**config.mk**
```make
export PLATFORM = sky130hd
export DESIGN_NAME = pipe_reg_chain
export DESIGN_NICKNAME = d
export VERILOG_FILES = /design/src/rtl/pipe_reg_chain.sv
export SDC_FILE = /design/constraint.sdc
export NUM_CORES = 1
export LEC_CHECK = 0
export CAP_MARGIN = 40
export CELL_PAD_IN_SITES_DETAIL_PLACEMENT = 0
export CELL_PAD_IN_SITES_GLOBAL_PLACEMENT = 1
export CORE_MARGIN = 10
export CORE_UTILIZATION = 29
export CTS_CLUSTER_SIZE = 40
export DETAILED_ROUTE_END_ITERATION = 10
export PLACE_DENSITY_LB_ADDON = 0.1
export SLEW_MARGIN = 20
export SYNTH_ARGS = -nofsm -noshare
export SYNTH_HDL_FRONTEND = slang
export SYNTH_SLANG_ARGS = --single-unit
```
**constraint.sdc**
```tcl
create_clock -name clk -period 1.6 [get_ports clk]
set_clock_uncertainty 0.1 [all_clocks]
set_input_delay 0.48 -clock clk [delete_from_list [all_inputs] [get_ports clk]]
set_output_delay 0.48 -clock clk [all_outputs]
set_load 0.02 [all_outputs]
```
**src/rtl/pipe_reg_chain.sv**
```systemverilog
// Elastic Depth-stage register chain with per-stage valid bits, valid/ready handshake and flush.
// Define PIPE_SKID_EN to add a one-entry input skid buffer and drive in_ready from a register.
module pipe_reg_chain #(
  parameter int unsigned      Width      = 32,
  parameter int unsigned      Depth      = 1,
  parameter logic [Width-1:0] ResetValue = '0
) (
  input  logic                       clk,
  input  logic                       rst,
  input  logic                       flush,
  input  logic                       in_valid,
  output logic                       in_ready,
  input  logic [Width-1:0]           in_data,
  output logic                       out_valid,
  input  logic                       out_ready,
  output logic [Width-1:0]           out_data,
  output logic [$clog2(Depth+2)-1:0] occupancy
);

  localparam int unsigned OccW = $clog2(Depth + 2);

  logic [Depth-1:0] v_q;
  logic [Depth-1:0] v_nxt;
  logic [Depth-1:0] adv;
  logic [Width-1:0] d_q   [Depth];
  logic [Width-1:0] d_nxt [Depth];
  logic [OccW-1:0]  occ_nxt;
  logic             src_v;
  logic [Width-1:0] src_d;

`ifdef PIPE_SKID_EN
  logic             skid_v_q;
  logic             skid_v_nxt;
  logic             in_ready_q;
  logic [Width-1:0] skid_d_q;
  logic [Width-1:0] skid_d_nxt;

  assign in_ready = in_ready_q;
  // A parked skid entry always goes into stage 0 ahead of new input.
  assign src_v    = skid_v_q | (in_valid & in_ready);
  assign src_d    = skid_v_q ? skid_d_q : in_data;
`else
  assign in_ready = adv[0];
  assign src_v    = in_valid;
  assign src_d    = in_data;
`endif

  assign out_valid = v_q[Depth-1];
  assign out_data  = d_q[Depth-1];

  // Advance enables ripple back from the output so bubbles collapse.
  always_comb begin
    adv          = '0;
    adv[Depth-1] = !v_q[Depth-1] | out_ready;
    for (int i = int'(Depth) - 2; i >= 0; i--) begin
      adv[i] = !v_q[i] | adv[i+1];
    end
  end

  // Next-state: stage shifts, skid fill/drain, flush, occupancy.
  always_comb begin
    v_nxt = v_q;
    d_nxt = d_q;
`ifdef PIPE_SKID_EN
    skid_v_nxt = skid_v_q;
    skid_d_nxt = skid_d_q;
`endif
    occ_nxt = '0;

    if (adv[0]) begin
      v_nxt[0] = src_v;
      if (src_v) d_nxt[0] = src_d;
    end
    for (int unsigned i = 1; i < Depth; i++) begin
      if (adv[i]) begin
        v_nxt[i] = v_q[i-1];
        if (v_q[i-1]) d_nxt[i] = d_q[i-1];
      end
    end

`ifdef PIPE_SKID_EN
    if (skid_v_q && adv[0]) begin
      skid_v_nxt = 1'b0;
    end else if (in_valid && in_ready && !adv[0]) begin
      skid_v_nxt = 1'b1;
      skid_d_nxt = in_data;
    end
`endif

    if (flush) begin
      v_nxt = '0;
`ifdef PIPE_SKID_EN
      skid_v_nxt = 1'b0;
`endif
    end

    for (int unsigned i = 0; i < Depth; i++) begin
      occ_nxt = occ_nxt + OccW'(v_nxt[i]);
    end
`ifdef PIPE_SKID_EN
    occ_nxt = occ_nxt + OccW'(skid_v_nxt);
`endif
  end

  always_ff @(posedge clk) begin
    if (rst) begin
      v_q       <= '0;
      occupancy <= '0;
      for (int unsigned i = 0; i < Depth; i++) d_q[i] <= ResetValue;
`ifdef PIPE_SKID_EN
      skid_v_q   <= 1'b0;
      skid_d_q   <= ResetValue;
      in_ready_q <= 1'b1;
`endif
    end else begin
      v_q       <= v_nxt;
      d_q       <= d_nxt;
      occupancy <= occ_nxt;
`ifdef PIPE_SKID_EN
      skid_v_q   <= skid_v_nxt;
      skid_d_q   <= skid_d_nxt;
      in_ready_q <= !skid_v_nxt;
`endif
    end
  end

endmodule
```
# --- Yosys cells after proc, flatten, opt, wreduce, memory -nomap -nowiden ---
# Cells that the tools add are included.
totals:
  out_inout_bits: 36
  elab_cells: 8
  reg_bits: 34
  inputBits: 37
op_classes:
  bitwise: 1
  reduce_logical: 2
  n_mux: 2
ops:
  columns: ["operator", "count"]
  rows:
  - ["1-bit two-way mux", 2]
  - ["2-bit AND reduction", 1]
  - ["1-bit logical NOT", 1]
  - ["1-bit OR", 1]

# --- Logic depth before layout (Yosys ltp) ---
# Gate-level depths: netlist of the first run.
logic_depth:
  ltp_word: 4
  mapped_depth: 5

# --- Worst setup path before layout of the first run ---
# OpenSTA, ideal clock, no wires.
synth_path:
  kind: "in2out"
  start: "in out_ready"
  end: "out in_ready"
  t_arrival_ps: 928
  required_time_ps: 1020
  n_path_buf: 2
  cell_stages: 3
  slack_ps: 92
  cell_sequence: "nand2b_4 > buf_6 > buf_2"
synth_via:
  elab_chain_cells: 1
synth_rtl:
  columns: ["item", "line_no", "text"]
  rows:
  - ["from (decl)", "15", "input logic out_ready,"]
  - ["1-bit OR", "54", "adv[Depth-1] = !v_q[Depth-1] | out_ready;"]
  - ["to (decl)", "12", "output logic in_ready,"]
# Every way passes these cells.

# --- Final worst setup path of the first run ---
# Same ends and word-level chain as after synthesis.

==> flow_metrics.tcl, run 1 <==
set metrics [dict create \
    outcome "finished clean" \
    grt.overflow.total 0 \
    critPathTopFamily "buffers and inverters" \
    grt.total_usage_pct 10.17 \
    wl_per_cell_microns 14.85 \
    root_buffer "clkbuf_8" \
    port_buffers 71 \
    placed_area_sq_um 2285 \
    rsz0062_at_grt "no" \
    final_max_slew_viol_count 0 \
    n_antenna_cell 0 \
    postSynthCellCount 154 \
    r2r_cells 5 \
    grt_max_degree 65 \
    io_pins 73 \
    path_clk_slew_ps 70 \
    syn_area_per_cell_sq_um 9.847 \
    worstHoldStart "out_data[27]$_SDFFE_PP0P_" \
    post-route-min-period_ps 1574 \
    wl_mm 4.292 \
    p_per_area_nw_per_um2 815.5 \
    startpoint "out_ready" \
    critPathCaptureType "output pin" \
    setup_tns_ps 0 \
    setup_viol 0 \
    route.detailed.drc 0 \
    place_hpwl_mm 3.056 \
    slowest_delay_ps 230 \
    hold_buffers 0 \
    drtIter0Drc 44 \
    design_area_sq_um 2351 \
    hp-class "reg2reg" \
    cpMaxStageDelayCell "dlygate4sd2_1" \
    finalWeightedCongestion 0.6815 \
    ir_drop_mv 0.4619 \
    worstPathRequired_ps 1020 \
    hold_viol_final 0 \
    cp_max_fo 2 \
    via_count 1330 \
    finish.utilization_pct 46.33 \
    cts_buffer_depth 2 \
    htree_num_levels 2 \
    drv_cap 0 \
    n_fill_cell 520 \
    p_total_mw 1.917 \
    drtAntennaViolNets 0 \
    grt_pass1_vias 1338 \
    synthTopCellsByArea "dfxtp_1 (44%), a21bo_1 (11%), nand3_1 (9.9%)" \
    fp.dieW_microns 92.31 \
    yosysUniqueCellTypes 18 \
    arrival_ps 990 \
    path_depth 3 \
    grt_pass1_wl_mm 7.038 \
    cp_cell_sequence "dlygate4sd2_1, nand2b_4, buf_6" \
    synth_nets 191 \
    ys_warn_count 0 \
    grt_antenna_before_repair 0 \
    clk_latency_ps 280 \
    num_rows 26 \
    post-synth-top-area-cell "dfxtp_1" \
    cts_tree "done" \
    startpoint_type "input pin" \
    p_leak_nw 0.9891 \
    dr.pass1.iters 4 \
    fin_crit_sh_pct 98.38 \
    synth_top_area_share_pct 43.56 \
    fmax_mhz 635.3 \
    start_util_pct 29.88 \
    fin_nets 256 \
    clock_sinks 33 \
    layout-drive-gt1-share_pct 21.92 \
    die_area_sq_um 8521 \
    die-height_microns 92.31 \
    cts_buffers 5 \
    netlist_area_sq_um 1516 \
    hold_depth 2 \
    syn_to_final_growth_pct 55.03 \
    critPathKind "in2out" \
    path_buf_inv 2 \
    ys_ff_latch 33 \
    core_sq_um 5075 \
    r2r_start "out_valid$_SDFFE_PP0P_" \
    synth_sequential_area_ratio_pct 43.56 \
    hold_slack_ps 382.0 \
    viasPerCell 4.602 \
]
-- power breakdown --
| part | internal (mW) | total [mW] | switching, mW |
|---|---|---|---|
| Clock | 0.341 | 0.626 | 0.285 |
| Combinational | 0.212 | 0.402 | 0.190 |
| Sequential | 0.869 | 0.890 | 0.0202 |
| Total | 1.42 | 1.92 | 0.495 |
-- what timing repair did --
item | 4_1_cts | 5_1_grt
resized for setup | 47 | 4
gates cloned | 0 | 0
setup endpoints to repair | 68 | 5
setup buffers | 0 | 1
endpoints found under the hold margin | 0 | 0
-- kinds of logic (layout without fill, tap and decap cells) --
logic type      count (synthesis)  after routing  share of synthesized area, %
compound gates                 63             63                         34.82
buf+inv                        21             86                         8.168
simple gates                   36             36                         13.20
flops                          33             33                         43.56
other cells                     1              1                        0.2473
-- registers in the layout, summed over array words and instances, names as in the netlist --
signal,cells
out_data,32
out_valid,1
-- worst paths after layout --
check	end	slack, ps
worst max-delay path	in_ready	30
worst min-delay path	out_data[27]$_SDFFE_PP0P_	380
worst max register to register	out_data[8]$_SDFFE_PP0P_	220
worst min register to register	out_data[27]$_SDFFE_PP0P_	380
-- final cells by class --
type                            instances  area [sq um]  share of cell area, %
Multi-Input combinational cell        100         732.0                  31.13
Clock buffer                            7         86.33                  3.672
Inverter                                1         3.754                 0.1597
Sequential cell                        33         660.6                  28.10
Timing Repair Buffer                   78         780.7                  33.21
Tap cell                               70         87.58                  3.725
-- metal layers --
metal / wire length (microns) / GRT usage, % / share of wire [%]
met5: 0 / 0 / 0
met4: 55 / 3.470 / 1.3
met3: 425 / 5.892 / 9.9
met2: 1936 / 15.82 / 45
met1: 1874 / 11.41 / 44
-- per-stage QoR --
step,instances,setup WS (ps)
6_report,289,25.86
5_1_grt,289,10.81
4_1_cts,288,-10.49
3_5_place_dp,281,-654.2
3_3_place_gp,281,-670.5
2_1_floorplan,154,91.63
-- cells in the mapped netlist --
| cell | n |
|---|---|
| clkbuf_1 | 5 |
| a21oi_2 | 16 |
| inv_1 | 1 |
| a211oi_1 | 1 |
| a21bo_1 | 16 |
| a21oi_1 | 14 |
| nand2b_4 | 1 |
| buf_4 | 3 |
| a21bo_2 | 14 |
| nand3_1 | 30 |
| nand2b_1 | 2 |
| nand4b_1 | 2 |
| conb_1 | 1 |
| buf_6 | 3 |
| o21ai_0 | 2 |
| and2_1 | 1 |
| dfxtp_1 | 33 |
| buf_2 | 9 |
-- worst min-delay path, delay by kind of cell, from the launching register on --
kind	cells	cell delay (ps)
DFF	1	310
and+or+nand+nor	1	70
AOI/OAI and AO/OA	1	60
-- cells in the final DEF (no fill, tap or decap), types with 2 or more instances in the layout --
| cell type | instances |
|---|---|
| o21ai_0 | 2 |
| a21bo_2 | 14 |
| clkdlybuf4s15_1 | 3 |
| buf_4 | 2 |
| clkdlybuf4s50_1 | 34 |
| clkbuf_8 | 6 |
| dfxtp_1 | 33 |
| a21oi_2 | 16 |
| nand3_1 | 30 |
| a21oi_1 | 14 |
| a21bo_1 | 16 |
| nand2b_1 | 2 |
| dlygate4sd2_1 | 30 |
| buf_12 | 5 |
| nand4b_1 | 2 |
Note: power is estimated with default switching activity, not from simulation.
==> run 2, diff against run 1 <==
Settings changed: HOLD_SLACK_MARGIN set to 0.1, PLACE_DENSITY set to 0.76, PLACE_DENSITY_LB_ADDON 0.1 to not set.
==> run 2 against run 1 <==
Against the previous run:
- design area is 1.9% lower
- critical path depth fell by 2
- sequential power barely moved
- maximum frequency up 1.5%
- first-iteration DRC count up 30%
- global-route usage fell by 0.70 points
- worst setup slack improved by 24 ps
- via count shrank 2.6%
- die area did not move
- utilization is 0.89 points lower
- largest cell class is now multi-input gates
- power rose by 8.2%
- combinational power is 5.5% lower
==> flow_metrics.tcl, run 2 (synthesis results as in run 1) <==
set metrics [dict create \
    outcome "finished clean" \
    finalWeightedCongestion 0.6518 \
    port_buffers 71 \
    drtAntennaViolNets 0 \
    drtIter0Drc 57 \
    ir_drop_mv 0.3451 \
    wl_per_cell_microns 14.17 \
    grt_pass1_vias 1330 \
    cts_buffers 5 \
    num_rows 26 \
    slowest_delay_ps 350 \
    hold_depth 2 \
    placed_area_sq_um 2232 \
    dr.pass1.iters 4 \
    critPathKind "reg2out" \
    grt.total_usage_pct 9.468 \
    start_util_pct 29.88 \
    hp-class "reg2reg" \
    p_total_mw 2.075 \
    layout-drive-gt1-share_pct 21.30 \
    die_area_sq_um 8521 \
    fp.dieW_microns 92.31 \
    r2r_end "out_data[27]$_SDFFE_PP0P_" \
    fin_crit_sh_pct 96.89 \
    mostFrequentLayoutCells "clkdlybuf4s50_1 (33), dfxtp_1 (33), dlygate4sd2_1 (32), nand3_1 (30)" \
    critPathCaptureType "output pin" \
    startpoint "out_data[18]$_SDFFE_PP0P_" \
    core_sq_um 5075 \
    die-height_microns 92.31 \
    drv_cap 0 \
    io_pins 73 \
    rsz0062_at_grt "no" \
    p_leak_nw 0.9876 \
    largest_reg_flops 32 \
    cts_resized 39 \
    cts_buffer_depth 2 \
    post-route-min-period_ps 1550 \
    grt.overflow.total 0 \
    r2r_start "out_valid$_SDFFE_PP0P_" \
    fmax_mhz 645.1 \
    p_per_area_nw_per_um2 899.6 \
    setup_viol 0 \
    path_depth 1 \
    final.setup.worst_slack_ps 49.75 \
    grt_pass1_wl_mm 6.568 \
    startpoint_type "flop" \
    cp_cell_sequence "dlygate4sd2_1" \
    viasPerCell 4.528 \
    cts_tree "done" \
    via_count 1295 \
    rrSetupSlack_ps 280 \
    design_area_sq_um 2306 \
    grt_antenna_before_repair 0 \
    cpMaxStageDelayCell "dlygate4sd2_1" \
    place_hpwl_mm 2.679 \
    hold_buffers 0 \
    wl_mm 4.054 \
    cp_max_fo 2 \
    route.detailed.drc 0 \
    root_buffer "clkbuf_8" \
    critPathTopFamily "buffers and inverters" \
    crit_path_end "out_data[18]" \
    clk_latency_ps 270 \
    post-cts-setup-buffers 0 \
    clock_sinks 33 \
    path_buf_inv 1 \
    n_fill_cell 549 \
    dp_slack_ps -665.4 \
    hold_slack_ps 373.8 \
    htree_num_levels 2 \
    n_antenna_cell 0 \
    worstPathRequired_ps 1020 \
    hold_viol_final 0 \
    path_clk_slew_ps 70 \
    grt_max_degree 65 \
    arrival_ps 970 \
    syn_to_final_growth_pct 52.06 \
    r2r_cells 4 \
    final_max_slew_viol_count 0 \
    fin_nets 252 \
]
run 2: through the flow:
| step | std cells | setup TNS, ps | util, % |
|---|---|---|---|
| after global placement | 278 | -17310 | 43.98 |
| final | 286 | 0 | 45.44 |
| after global routing | 286 | 0 | 45.44 |
| after CTS | 286 | -2113 | 45.41 |
| after floorplan | 154 | 0 | - |
| after detailed placement | 278 | -17110 | 43.98 |
run 2: layer usage:
metal,global-route usage [%],up-vias,share of wire [%]
li1,-,663,-
met1,11.26,586,45
met2,13.82,41,44
met3,5.488,5,9.4
met4,3.470,0,1.3
met5,0,-,0
run 2: final cells by class:
type	instances	area (sq um)	share of cell area, %
Clock buffer	7	86.33	3.744
Clock inverter	1	30.03	1.302
Inverter	1	3.754	0.1628
Multi-Input combinational cell	100	732.0	31.74
Sequential cell	33	660.6	28.65
Tap cell	70	87.58	3.798
Timing Repair Buffer	74	705.7	30.60
run 2: worst register-to-register path: stages (launching register included):
cell,delay (ps)
dfxtp_1,340
nand2b_4,100
buf_6,380
and2_1,210
o21ai_0,80
run 2: worst min path at each step:
stage | from | endpoint | slack, ps
floorplan | out_data[27]$_SDFFE_PP0P_ | out_data[27]$_SDFFE_PP0P_ | 450
global placement | out_data[28]$_SDFFE_PP0P_ | out_data[28]$_SDFFE_PP0P_ | 360
detailed placement | out_data[27]$_SDFFE_PP0P_ | out_data[27]$_SDFFE_PP0P_ | 370
CTS | out_data[28]$_SDFFE_PP0P_ | out_data[28]$_SDFFE_PP0P_ | 380
global route | out_data[28]$_SDFFE_PP0P_ | out_data[28]$_SDFFE_PP0P_ | 400
finish | out_data[27]$_SDFFE_PP0P_ | out_data[27]$_SDFFE_PP0P_ | 370
run 2: power by group:
part | switching [mW] | total (mW) | internal (mW) | leakage (nW)
clock | 0.299 | 0.806 | 0.508 | 0.0585
sequential | 0.0194 | 0.888 | 0.869 | 0.272
combinational | 0.185 | 0.380 | 0.195 | 0.657
